## src/rtl/comma_aligner_10b.sv

```systemverilog
// Serial-to-10b deserialiser that aligns on K28.5 commas and tracks lock.
// Optional: define ALIGN_ERR_CNT_EN to add a saturating misaligned-comma counter.
module comma_aligner_10b #(
   parameter int LOCK_COMMAS = 4,
   parameter int LOSS_COMMAS = 2
) (
   input  logic       clk,
   input  logic       reset_L,
   input  logic       serial_in,
   output logic [9:0] out_10b,
   output logic       valid_out,
   output logic       is_comma,
   output logic       locked
`ifdef ALIGN_ERR_CNT_EN
   ,
   output logic [7:0] align_err_cnt
`endif
);

   localparam int GW = $clog2(LOCK_COMMAS + 1);
   localparam int MW = $clog2(LOSS_COMMAS + 1);
   localparam logic [GW-1:0] LOCK_V = GW'(LOCK_COMMAS);
   localparam logic [MW-1:0] LOSS_V = MW'(LOSS_COMMAS);

   typedef enum logic [1:0] {HUNT = 2'd0, CONFIRM = 2'd1, LOCKED = 2'd2} state_t;

   state_t        state;
   logic [8:0]    sr;
   logic [3:0]    bit_cnt;
   logic [GW-1:0] good_cnt;
   logic [MW-1:0] miss_cnt;
   logic [9:0]    w;
   logic          comma_hit;
   logic          boundary;
   logic [GW-1:0] good_nxt;
   logic [MW-1:0] miss_nxt;

   // The window includes the bit arriving this cycle, so a symbol is captured
   // on the same edge that shifts in its last bit.
   assign w         = {sr, serial_in};
   assign comma_hit = (w == 10'b0011111010) || (w == 10'b1100000101);
   assign boundary  = (state != HUNT) && (bit_cnt == 4'd9);
   assign good_nxt  = good_cnt + GW'(1);
   assign miss_nxt  = miss_cnt + MW'(1);

   always_ff @(posedge clk or negedge reset_L) begin
      if (!reset_L) begin
         state     <= HUNT;
         sr        <= '0;
         bit_cnt   <= '0;
         good_cnt  <= '0;
         miss_cnt  <= '0;
         out_10b   <= '0;
         valid_out <= 1'b0;
         is_comma  <= 1'b0;
         locked    <= 1'b0;
      end else begin
         sr        <= w[8:0];
         valid_out <= 1'b0;
         is_comma  <= 1'b0;
         case (state)
            HUNT: begin
               if (comma_hit) begin
                  out_10b   <= w;
                  valid_out <= 1'b1;
                  is_comma  <= 1'b1;
                  bit_cnt   <= '0;
                  good_cnt  <= GW'(1);
                  miss_cnt  <= '0;
                  if (LOCK_COMMAS == 1) begin
                     state  <= LOCKED;
                     locked <= 1'b1;
                  end else begin
                     state  <= CONFIRM;
                  end
               end
            end
            CONFIRM: begin
               if (boundary) begin
                  bit_cnt   <= '0;
                  out_10b   <= w;
                  valid_out <= 1'b1;
                  is_comma  <= comma_hit;
                  if (comma_hit) begin
                     good_cnt <= good_nxt;
                     if (good_nxt == LOCK_V) begin
                        state    <= LOCKED;
                        locked   <= 1'b1;
                        miss_cnt <= '0;
                     end
                  end
               end else if (comma_hit) begin
                  // Comma on a new phase: restart confirmation from it.
                  out_10b   <= w;
                  valid_out <= 1'b1;
                  is_comma  <= 1'b1;
                  bit_cnt   <= '0;
                  good_cnt  <= GW'(1);
               end else begin
                  bit_cnt   <= bit_cnt + 4'd1;
               end
            end
            LOCKED: begin
               if (boundary) begin
                  bit_cnt   <= '0;
                  out_10b   <= w;
                  valid_out <= 1'b1;
                  is_comma  <= comma_hit;
                  if (comma_hit)
                     miss_cnt <= '0;
               end else if (comma_hit) begin
                  if (miss_nxt == LOSS_V) begin
                     state    <= HUNT;
                     locked   <= 1'b0;
                     miss_cnt <= '0;
                     good_cnt <= '0;
                     bit_cnt  <= '0;
                  end else begin
                     miss_cnt <= miss_nxt;
                     bit_cnt  <= bit_cnt + 4'd1;
                  end
               end else begin
                  bit_cnt   <= bit_cnt + 4'd1;
               end
            end
            default: state <= HUNT;
         endcase
      end
   end

`ifdef ALIGN_ERR_CNT_EN
   logic misalign;

   function automatic logic [7:0] sat_inc8(input logic [7:0] v);
      return (v == 8'hFF) ? v : v + 8'd1;
   endfunction

   assign misalign = comma_hit && (state != HUNT) && !boundary;

   always_ff @(posedge clk or negedge reset_L) begin
      if (!reset_L)
         align_err_cnt <= '0;
      else if (misalign)
         align_err_cnt <= sat_inc8(align_err_cnt);
   end
`endif

endmodule

```

## config.mk

```make
export PLATFORM = sky130hd
export DESIGN_NAME = comma_aligner_10b
export DESIGN_NICKNAME = d
export VERILOG_FILES = /design/src/rtl/comma_aligner_10b.sv
export SDC_FILE = /design/constraint.sdc
export NUM_CORES = 1
export LEC_CHECK = 0
export ABC_AREA = 1
export CORE_UTILIZATION = 46
export DETAILED_ROUTE_END_ITERATION = 8
export GPL_TIMING_DRIVEN = 0
export PLACE_DENSITY_LB_ADDON = 0.2
export SLEW_MARGIN = 0
export SYNTH_ARGS = -nofsm -noshare
export SYNTH_HDL_FRONTEND = slang
export SYNTH_SLANG_ARGS = --single-unit
```

## constraint.sdc

```tcl
create_clock -name clk -period 2.5 [get_ports clk]
set_input_delay 0.25 -clock clk [delete_from_list [all_inputs] [get_ports clk]]
set_output_delay 0.25 -clock clk [all_outputs]
set_load 0.1 [all_outputs]
```

; Word-level counts from Yosys, hierarchy flattened
; Index checks and enable logic that the tools add are counted.
[classes]
n_addsub = 3
n_eq_ne = 17
mux = 48
reduce_logical = 12
[ops]
columns = operator, count
row1 = 10-bit 2-to-1 mux, 3
row2 = 10-bit case mux with 3 select lines, 1
row3 = 2-bit 2-to-1 mux, 14
row4 = 4-bit 2-to-1 mux, 6
row5 = 3-bit 2-to-1 mux, 6
row6 = 2-bit != test (second input constant), 8
row7 = 7-bit AND reduction, 2
row8 = 2-bit case mux with 3 select lines, 2
row9 = 4-bit case mux with 3 select lines, 1
row10 = 1-bit 2-to-1 mux, 11
row11 = 10-bit equality test (second input constant), 1
row12 = 10-bit by 8-bit equality test with 1-bit output (second input constant), 1
row13 = 5-bit AND reduction, 2
row14 = 3-bit case mux with 3 select lines, 1
row15 = 3-bit != test (second input constant), 2
row16 = 1-bit case mux with 3 select lines, 2
row17 = 4-bit by 1-bit adder with 4-bit output (second input constant), 1
row18 = 2-bit equality test (second input constant), 2
row19 = 4-bit equality test (second input constant), 1
row20 = 2-bit AND reduction, 2
row21 = 2-bit nonzero test, 2
row22 = 3-bit by 1-bit adder with 3-bit output (second input constant), 1
row23 = 3-bit equality test (second input constant), 1
row24 = 3-bit nonzero test, 1
row25 = other kinds (6), 6
[word_totals]
reg_bits = 33
inputBits = 3
out_inout_bits = 13

; Longest topological paths before layout
; Gate-level depths: netlist of the first run.
[logic_depth]
word_depth = 6
depth_mapped = 12

; Worst setup path after synthesis of the first run
; OpenSTA, ideal clock, no wires.
[synth_path]
path_kind = register to register
start = register state[0]
end = register out_10b[5]
setup_time_ns = 0.121
t_arrival_ns = 1.673
setup_slack_ns = 0.706
stages_incl_launch_ff = 12
synth_period_minus_slack_ns = 1.794
path_cell_list = dfrtp_1 > inv_1 > ha_1 > nor3_4 > nor2_1 > nor2_2 > buf_4 > nand3_1 > o21ai_0 > nand2_1 > nand2_1 > nor2_1
[synth_via]
elab_chain_len = 4
[synth_rtl]
columns = element, line_no
row1 = start: declaration, 27  ; state_t state;
row2 = start signal: assignment, 48  ; state <= HUNT;
row3 = start signal: assignment, 71  ; state <= LOCKED;
row4 = start signal: assignment, 74  ; state <= CONFIRM;
row5 = 2-bit nonzero test, 42  ; assign boundary = (state != HUNT) && (bit_cnt == 4'd9);
row6 = 1-bit logical AND, 42
row7 = 10-bit 2-to-1 mux or 2-bit != test (tied branches), -
row8 = 10-bit case mux with 3 select lines or 2-bit AND reduction (tied branches), -
row9 = end signal: assignment, 64  ; out_10b <= w;
row10 = end signal: assignment, 81  ; out_10b <= w;
row11 = end signal: assignment, 94  ; out_10b <= w;
row12 = end: declaration, 10  ; output logic [9:0] out_10b,
; Parallel ways exist; a longest one is shown, timed or not.
; A chain may end at the register's enable or synchronous reset.

; Worst setup path in the final report of the first run
[layout_path]
start = register state[0]
end = register out_10b[2]
; The elaborated chain is that of the path after synthesis.

==> results, run 1 <==
- The clock tree synthesis step divided the H-tree into 2 levels.
- The peak fanout along the critical path is 10.
- Gates resized during post-CTS repair numbered 0.
- The main combinational cell family by area after synthesis is simple AND/OR/NAND/NOR gates.
- The vias per cell is 5.04.
- The predominant post-synthesis flop cell is dfrtp_1.
- The flow ran to the end, and the final reports show no timing, DRC or antenna violations.
- The power per unit of standard cell area is 1420 nW/um^2.
- Clock-pin slew was measured on the worst setup and hold paths at 0.07 ns.
- The slew at the pin closest to its max-slew limit is 0.965 ns.
- The number of synthesized flops with an enable pin is 0.
- STA classifies the critical path startpoint as a register.
- The clock tree from TritonCTS is yes.
- The placer congestion estimate is 0.854.
- CTS placed an instance of clkbuf_8 at the clock tree root.
- The proportion of synthesized chip area in sequential cells is 42.0%.
- The floorplan step defined a core boundary enclosing 4060 sq um.
- In the layout the commonest cells are nand2_1, inv_1, dfrtp_1.
- The initial antenna violation count is 0.
- The worst clock skew on the final layout is 0.00802 ns.
- The count of mapped cells out of synthesis is 269.
- The net count of the finished layout is 304.
- The gate family responsible for the most delay along the worst path is simple AND/OR/NAND/NOR gates.
- Once the floorplan was initialized, standard cells occupied 48.5% of the core.
- The number of failing setup endpoints in the final timing report is 0.
- The share of the core filled with cells in the final layout is 56.1%.
- The maximum clock rate is 0.472 GHz.
- The synthesized netlist devotes 31.1% of its cell area to simple gates.
- The post-synthesis share of cell area spent on xor and xnor gates is 1.34%.
- After the flow finishes, the layout carries non-filler instances totaling 342.
- Among all stages on the critical path, the largest delay is contributed by ha_1.
- The die covers 4540 sq um.
- The kind of critical path is register to register.
- Global routing used 21.7% of the available tracks.
- The largest single stage delay on the critical path is 0.42 ns.
- In the final layout, the share of cells above drive strength 1 is 7.19%.
- The number of antenna diodes in the final layout is 0.
- The synthesized-area fraction occupied by ao, oa, aoi and oai cells is 10.9%.
- Summed over all cells, the static leakage comes to 1.19 nW.
- For this design the top-level I/O count stands at 16.
- The worst path arrival time is 2.30 ns.
- The maximum clock path buffer count is 2.
- Counting every sink on the clock net gives 33.
- After floorplanning, the core was divided into 23 placement rows.
- The share of flip-flops with an asynchronous set or reset after synthesis is 100%.
- The tightest min-delay check is of the input port to async pin type.
- The area growth from synthesis to layout is 15.7%.
- The floorplan step set the die height to 67.4 microns.
- For the worst setup path, the data required time is 2.68 ns.
- The maximum resistive drop on vdd is 744 uV.
- The first-pass iteration count of the detailed router is 4.
- The detail-routed net length per standard cell is 12.4 microns.
- The total CTS buffers is 5.
- The via count of the first global-routing pass was 1595.
- The mean post-synth cell area is 7.32 sq um.
- When the netlist entered floorplanning its net count stood at 282.
- The kind of capture point of the worst setup path is a register.
- The final critical-path share of the clock period is 84.7%.
- The width of the die is 67.4 microns.
- The time the worst path needs with I/O delays and setup is 2.12 ns.
- Including well taps, the total number of placed cells is 334.
- The register bit total from synthesis is 33.
- The half-perimeter wire length after placement is 3140 microns.
- The worst slew margin relative to its limit is 35.4%.
- Leaving out fill and tap cells, the most frequent cell in the layout is nand2_1.
- The number of failing hold endpoints at the final stage is 0.
- The detailed router placed 1723 vias in this run.
- The post-route DRC violation count is 0.
- The number of max-slew violations in the final report was 0.
- Summed over all failing endpoints, the final setup total negative slack is 0 ns.
- Buffers added to address setup during post-CTS repair amount to 0.
- Setup repair after global routing left no endpoint under its margin.
- Yosys printed 0 warnings.
- Entering global routing, the biggest net connects 34 pins.
- The clock reaches the later pin of the worst-skew pair after 0.29 ns.
- Max-cap violations in this run came to 0.
- The unique cell type count in the Yosys netlist is 28.
- The first-pass GRT wire length is 7130 microns.
- The startpoint of the worst-slack reg-to-reg timing path is state[0].
- The total of hold buffers inserted after clock tree synthesis is 0.
- The wire length after detailed routing is 4230 microns.
- The area of the mapped netlist is 1970 sq um.
- The portion of synthesized area spent on multiplexers is 0%.
- For this block, the initial DRC count from the detailed router was 95.
- Together, buffers and inverters on the worst path number 4.
- The number of port buffers is 15.
- After Yosys synthesis, full adders, half adders and majority gates account for 6.36% of the synthesized area.
- The start point of the critical path is state[0].
- The number of routed nets with antenna violations is 0.
- The total overflow left after global routing is 0.
- Walking the worst path, the cells encountered are inv_1 > ha_1 > inv_1 > buf_2 > nor2_1 > inv_1 > nand2_1 > nor2_1 > a211oi_1 > nor2_1.
==> per-stage QoR <==
stage | hold WS [ns] | area (sq um) | setup WS, ns | power [mW]
after global routing | 0.0783 | 2280 | 0.106 | 3.50
final | 0.0174 | 2280 | 0.382 | 3.24
after CTS | 0.0430 | 2280 | 0.362 | 3.26
after detailed placement | 0.353 | 2180 | 0.394 | 2.81
after floorplan | -0.0456 | 1970 | 0.706 | 2.37
after global placement | 0.381 | 2180 | 0.410 | 2.78
==> synthesized netlist by cell type (3+ instances only) <==
| master | n | share of area, % |
|---|---|---|
| dfrtp_1 | 33 | 42 |
| nand3_1 | 19 | 4.8 |
| buf_2 | 3 | 0.76 |
| o21ai_0 | 12 | 3.1 |
| xor2_1 | 3 | 1.3 |
| nand4_1 | 6 | 1.9 |
| nand2_1 | 77 | 15 |
| ha_1 | 10 | 6.4 |
| a21oi_1 | 17 | 4.3 |
| inv_1 | 36 | 6.9 |
| nor2_2 | 3 | 0.95 |
| nor2_1 | 31 | 5.9 |
==> kinds of logic after synthesis <==
logic type	count (synthesis)
compound gates	39
fa+ha+maj	10
flops	33
xor+xnor	3
simple gates	142
buf+inv	42
==> state kept, by name, summed over array words and instances, names as in the netlist <==
register	flops
bit_cnt	4
good_cnt	3
is_comma	1
locked	1
miss_cnt	2
out_10b	10
sr	9
state	2
valid_out	1
==> cell type report <==
type / count / area, sq um
sequential: 33 / 826
tap: 50 / 62.6
timing repair buffer: 15 / 145
fill: 402 / 1780
multi-input combinational: 194 / 977
inverter: 37 / 139
clock buffer: 7 / 96.3
buffer: 5 / 26.3
clock inverter: 1 / 5.00
==> report_power, final <==
part           switching [mW]  leakage [nW]  total (mW)  internal, mW
clock                   0.195        0.0542       0.444         0.249
sequential             0.0955         0.414       0.778         0.683
combinational            1.46         0.726        2.02         0.561
total                    1.75          1.19        3.24          1.49
==> metal layers <==
layer	global-route usage, %	part of all wire (%)
met1	26.9	47
met2	36.0	48
met3	5.57	3.3
met4	8.24	2.2
met5	0	0
==> worst paths after layout <==
check	end	slack [ns]	depth (start not counted)
setup reg to reg	out_10b[2]	0.38	10
min in group clk	sr[3]	0.40	0
max in group asynchronous	out_10b[9]	2.02	1
hold / removal	out_10b[4]	0.02	1
setup / recovery	out_10b[2]	0.38	10
hold reg to reg	sr[3]	0.40	0
No activity file was read; power rests on OpenSTA's default activity.
==> inputs of run 2 (changes only) <==
clock period = 2 ns   (was 2.5 ns; I/O delays follow)
==> results, run 2 (synthesized netlist as in run 1, its figures left out) <==
- The maximum clock path buffer count is 2 (unchanged).
- The worst setup slack for register-to-register paths is 0.14 ns (-0.24 ns).
- The first-pass iteration count of the detailed router is 4 (unchanged).
- The vias per cell came to 5.11 (+1.5%).
- The I/O pin count came to 16 (unchanged).
- The kind of critical path is register to primary output.
- The launching element type of the critical path is a register.
- The number of failing hold endpoints at the final stage is 0 (unchanged).
- The worst setup path is captured at a primary output.
- TritonCTS built the clock tree.
- The clock network latency to the later pin of the worst-skew pair was 0.29 ns (about the same).
- The most critical setup path has its startpoint at locked.
- The total power of the final layout is 4.27 mW (+32%).
- The area of the placeable core was 4060 sq um (unchanged).
- The static leakage is 1.35 nW (+13%).
- The number of buffers and inverters on the critical path was 1 (-3).
- The highest cell delay on the worst timing path was 1.13 ns (+0.71 ns).
- The number of max-slew violations in the final report is 0 (unchanged).
- Compared with the post-synthesis result, the final layout area differs by 23.6%.
- The worst clock skew on the final layout is 0.00864 ns (+0.000613 ns).
- The first-pass GRT wire length came to 7200 microns (+0.87%).
- The count of clock tree sinks is 33 (unchanged).
- The cell depth of the worst min-delay path is 0.
- The level count of the clock H-tree is 2 (unchanged).
- The half-perimeter wire length after placement is 3140 microns (unchanged).
- The total CTS buffers was 5 (unchanged).
- The flip-flop count of the largest register after layout is 10 (unchanged).
- The clock root buffer is clkbuf_8.
- The number of routed nets with antenna violations is 0 (unchanged).
- The post-route DRC violation count is 0 (unchanged).
- The max-cap violation count is 0 (unchanged).
- The overall routing resource usage was 21.8% (+0.14 points).
- The required time reported for the critical path endpoint is 1.80 ns (-0.88 ns).
- The worst slew margin relative to its limit is 35.4% (about the same).
- The maximum resistive drop on vdd is 949 uV (+28%).
- The min-delay analysis places its worst path in the category register to register.
- The via count of the first global-routing pass is 1609 (+0.88%).
- The placer congestion estimate was 0.854 (unchanged).
- The end of the worst register-to-register path is out_10b[2].
- The slew at the pin closest to its max-slew limit is 0.967 ns (+0.00135 ns).
- The count of placed standard cells including taps is 334 (unchanged).
- The startpoint of the worst-slack reg-to-reg timing path is state[0].
- The slowest stage of the critical path belongs to the cell clkdlybuf4s50_1.
- The initial core utilization is 48.5% (unchanged).
- The layout cell share with drive strength beyond 1 is 13.3% (+6.1 points).
- The width of the die was 67.4 microns (unchanged).
- The number of rows in the core area is 23 (unchanged).
- The number of antenna repair diodes is 0 (unchanged).
- After layout, the minimum clock period comes to 1.96 ns.
- The origin of the worst min-delay path is sr[2].
- The via total after detailed routing is 1795 (+4.2%).
- The worst reg-to-reg path cell count is 10 (unchanged).
- The largest net degree at the start of global routing came to 34 (unchanged).
- The endpoint of the worst hold-timing path is sr[3].
- In the layout the commonest cells are nand2_1, inv_1, dfrtp_1.
- The post-CTS clock slew at the launch and capture registers of the worst setup and hold paths came to 0.06 ns (about the same).
- In the final layout, the registers with the most flip-flops are out_10b x10, sr x9, bit_cnt x4.
- The kind of cell with the highest combined delay along the critical path is buffers and inverters.
- The wire length after detailed routing is 4470 microns (+5.6%).
- The flow ran to the end, and the final reports show no timing, DRC or antenna violations.
- The number of failing setup endpoints in the final timing report was 0 (unchanged).
- The number of DRC violations after detailed-routing iteration 0 came to 96 (+1.1%).
- The detail-routed net length per standard cell is 12.7 microns (+2.9%).
- The maximum clock rate is 0.510 GHz.
- The worst path arrival time came to 1.76 ns (-0.54 ns).
- The setup TNS after final layout is 0 ns (unchanged).
- The peak fanout along the critical path is 2 (-8).
- Traced cell by cell, the critical path runs through clkdlybuf4s50_1.
- The total global routing overflow is 0 (unchanged).
- The number of non-filler instances in the completed layout was 351 (+2.6%).
- The power per unit of standard cell area is 1760 nW/um^2 (+23%).
- The final-stage net count was 313 (+3.0%).
- After layout, the worst path uses 98.0% of the clock period.
- The overall die area is 4540 sq um (unchanged).
- The register with the most flip-flops is out_10b.
- The die height is 67.4 microns (unchanged).
- Leaving out fill and tap cells, the most frequent cell in the layout is nand2_1.
- The number of port buffers is 15 (unchanged).
- The initial antenna violation count came to 0 (unchanged).
run 2: per-stage QoR:
step                util [%]  area, sq um  worst slack [ns]  hold slack, ns
global placement        53.7         2180           -0.0903           0.381
detailed placement      53.6         2180            -0.106           0.303
finish                  59.9         2430            0.0395           0.398
CTS                     56.7         2300           0.00284           0.398
floorplan                  -         1970             0.206         -0.0956
global route            59.9         2430           -0.0369           0.414
run 2: where the power goes:
group / switching, mW / leakage (nW) / internal [mW] / total [mW]
Combinational: 1.92 / 0.881 / 0.829 / 2.75
Sequential: 0.114 / 0.414 / 0.853 / 0.967
Clock: 0.242 / 0.0542 / 0.311 / 0.553
run 2: repair_timing:
action / CTS / global route
endpoints found under the hold margin: 18 / 0
hold buffers: 1 / 0
buffers inserted: 0 / 8
endpoints found under the setup margin: 13 / 25
resized for setup: 5 / 23
pin swaps: 0 / 3
run 2: worst max path at each step:
| stage | end | slack, ns | cells after the start |
|---|---|---|---|
| after floorplan | out_10b[5] | 0.21 | 11 |
| after global placement | out_10b[1] | -0.09 | 10 |
| after detailed placement | out_10b[2] | -0.11 | 10 |
| after CTS | out_10b[9] | 0.003 | 1 |
| after global routing | out_10b[2] | -0.04 | 10 |
| final | locked | 0.04 | 1 |
run 2: area by class of cell:
type                    instances  area [sq um]
flip-flops and latches         33           826
multi-input cells             194          1040
clock buffers                   7          96.3
plain buffers                   5          33.8
repair buffers                 24           233
fillers                       371          1630
clock inverters                 1          5.00
inverters                      37           139
well taps                      50          62.6
run 2: routing by layer:
metal | part of all wire (%) | vias to the layer above | global-route usage, % | wire length, microns
met5 | 0 | - | 0 | 0
met4 | 1.9 | 0 | 9.57 | 87
met3 | 3.9 | 11 | 5.57 | 175
met2 | 49 | 43 | 36.1 | 2200
met1 | 45 | 819 | 26.7 | 2010
li1 | - | 922 | - | -
==> inputs of run 3 (changes only) <==
CORE_MARGIN = 5   (was not set)
==> results, run 3 (synthesized netlist as in run 1, its figures left out) <==
- The flow ran to the end, and the final reports show no timing, DRC or antenna violations.
- The half-perimeter wire length after placement is 3280 microns (+4.3%).
- out_10b holds more flip-flops than any other register.
- The total number of cells along the worst setup path is 1 (unchanged).
- The clock network latency to the later pin of the worst-skew pair is 0.30 ns (about the same).
- The worst setup path is launched from a register.
- The worst path arrival time came to 1.75 ns (about the same).
- The area of all sequential standard cells is 826 sq um (unchanged).
- The kind of critical path is register to primary output.
- The count of clock tree sinks is 33 (unchanged).
- The final critical-path share of the clock period was 97.6% (-0.43 points).
- The total global routing overflow came to 0 (unchanged).
- The type of the most critical hold path is register to register.
- The number of non-filler instances in the completed layout is 350 (-0.28%).
- The clock tree from TritonCTS is yes.
- The I/O pin count is 16 (unchanged).
- The via total after detailed routing is 1759 (-2.0%).
- The time the worst path needs with I/O delays and setup came to 1.95 ns (-0.00868 ns).
- The power per unit of standard cell area came to 1790 nW/um^2 (+2.0%).
- The highest cell delay on the worst timing path is 1.13 ns (about the same).
- The maximum resistive drop on vdd is 954 uV (+0.61%).
- The worst clock skew on the final layout is 0.0133 ns (+0.00464 ns).
- Relative to the synthesized area, the layout overhead comes to 23.0%.
- The static leakage is 1.34 nW (-0.66%).
- The number of max-slew violations in the final report is 0 (unchanged).
- The worst path setup slack after routing is 0.0482 ns (+0.00868 ns).
- The worst setup path is captured at a primary output.
- The detail-routed net length per standard cell is 13.0 microns (+2.1%).
- The signal on the critical path passes through clkdlybuf4s50_1.
- For this design, the slowest cell found on the critical path is clkdlybuf4s50_1.
- The number of failing hold endpoints at the final stage is 0 (unchanged).
- Among cell families on the critical path, the largest total delay comes from buffers and inverters.
- The die height is 75.4 microns (+12%).
- The slew at the pin closest to its max-slew limit is 0.975 ns (+0.00832 ns).
- The worst setup slack for register-to-register paths was 0.12 ns (-0.02 ns).
- The width of the die was 75.4 microns (+12%).
- The maximum clock path buffer count is 2 (unchanged).
- The start point of the critical path is valid_out.
- Setup repair after global routing left no endpoint under its margin.
- The number of routed nets with antenna violations was 0 (unchanged).
- The initial antenna violation count is 0 (unchanged).
- The layout filler cell count is 387 (+4.3%).
- The placer congestion estimate was 0.881 (+3.2%).
- The flip-flop count of the largest register after layout is 10 (unchanged).
- The maximum clock rate came to 0.512 GHz (+0.44%).
- The count of placed standard cells including taps is 334 (unchanged).
- The setup TNS after final layout came to 0 ns (unchanged).
- The initial core utilization is 48.2% (-0.34 points).
- The layout cell share with drive strength beyond 1 is 12.3% (-0.96 points).
- The number of port buffers is 15 (unchanged).
- The post-route DRC violation count is 0 (unchanged).
- The overall die area came to 5690 sq um (+25%).
- The number of buffers and inverters on the critical path is 1 (unchanged).
- The worst reg-to-reg path cell count is 8 (-2).
- The combined area of the multi-input logic cells is 1020 sq um (-1.4%).
- The via count of the first global-routing pass is 1721 (+7.0%).
- The number of failing setup endpoints in the final timing report is 0 (unchanged).
- The peak fanout along the critical path is 1 (-1).
- The startpoint of the worst-slack reg-to-reg timing path is state[0].
- The post-CTS clock slew at the launch and capture registers of the worst setup and hold paths is 0.07 ns (about the same).
- The wire length after detailed routing is 4550 microns (+1.8%).
- The share of the core filled with cells in the final layout came to 59.2% (-0.70 points).
- The worst hold path begins at sr[2].
- The level count of the clock H-tree is 2 (unchanged).
- In this run the clock root is driven by a clkbuf_8.
- The worst register-to-register path ends at out_10b[0].
- The largest net degree at the start of global routing is 34 (unchanged).
- In the final layout, the registers with the most flip-flops are out_10b x10, sr x9, bit_cnt x4.
- The critical path ends at valid_out.
- The first-pass iteration count of the detailed router is 4 (unchanged).
- The post-place setup slack came to -0.131 ns (-0.0247 ns).
- The overall routing resource usage is 18.3% (-3.6 points).
- The area of the placeable core is 4090 sq um (+0.71%).
- The leading cell type in the layout, fill and taps excluded is nand2_1.
- The first-pass GRT wire length was 7730 microns (+7.4%).
- The worst slew margin relative to its limit is 34.9% (-0.56 points).
- The library cells used most frequently in the layout, excluding fill and tap cells, are nand2_1, inv_1, dfrtp_1.
- The final-stage net count is 312 (-0.32%).
- The vias per cell is 5.03 (-1.7%).
- The number of rows in the core area is 23 (unchanged).
- The number of DRC violations after detailed-routing iteration 0 was 126 (+31%).
- The required time reported for the critical path endpoint was 1.80 ns (about the same).
- The total CTS buffers is 5 (unchanged).
- The max-cap violation count was 0 (unchanged).
- The number of antenna repair diodes was 0 (unchanged).
[run 3: changes by cell type in the layout (fill, tap and decap cells not counted), sizes merged]
cell,previous run,this run
clkdlybuf4s50,4,3
dlygate4sd2,2,3
bufinv,0,1
clkinv,1,0
clkbuf,9,8
[run 3: worst reg2reg max path: cells and delay by family (launching register included)]
family	cells	cell delay [ns]
simple gates	4	0.75
flops	1	0.36
fa+ha+maj	1	0.32
compound gates	1	0.17
buf+inv	2	0.17
[run 3: repair_timing]
item | in CTS | in global routing
pin swaps | 0 | 2
resized for setup | 6 | 20
endpoints found under the hold margin | 15 | 0
endpoints found under the setup margin | 14 | 26
buffers inserted | 0 | 7
gates cloned | 0 | 0
hold buffers | 1 | 0
[run 3: cell type report]
cell class | instances | area share [%]
Tap cell | 50 | 2.58
Buffer | 5 | 1.29
Multi-Input combinational cell | 194 | 42.2
Inverter | 37 | 5.74
Timing Repair Buffer | 23 | 9.25
Sequential cell | 33 | 34.1
Clock buffer | 7 | 3.57
Clock inverter | 1 | 1.24
[run 3: report_power, final]
part / total, mW / switching (mW) / internal [mW]
clock: 0.658 / 0.252 / 0.406
sequential: 0.955 / 0.103 / 0.853
combinational: 2.72 / 1.92 / 0.800
total: 4.34 / 2.28 / 2.06
[run 3: layer usage]
| metal | up-vias | wire [microns] | global-route usage (%) |
|---|---|---|---|
| met2 | 30 | 2150 | 29.7 |
| li1 | 919 | - | - |
| met3 | 9 | 177 | 4.09 |
| met4 | 0 | 101 | 9.71 |
| met1 | 801 | 2120 | 22.6 |
| met5 | - | 0 | 0 |
[run 3: per-stage QoR]
stage	area, sq um	power (mW)	hold WS, ns
after global placement	2180	3.49	0.409
after floorplan	1970	2.96	-0.0956
after CTS	2310	4.23	0.428
after detailed placement	2180	3.53	0.307
after global routing	2420	4.71	0.444
final	2420	4.34	0.421
[run 3: worst min-delay path by stage]
stage / endpoint / slack (ns) / cells after the start
2_1_floorplan: bit_cnt[0] / -0.1 / 0
6_report: sr[3] / 0.42 / 0
3_3_place_gp: sr[3] / 0.41 / 0
3_5_place_dp: sr[3] / 0.31 / 1
4_1_cts: sr[3] / 0.43 / 0
5_1_grt: sr[3] / 0.44 / 0
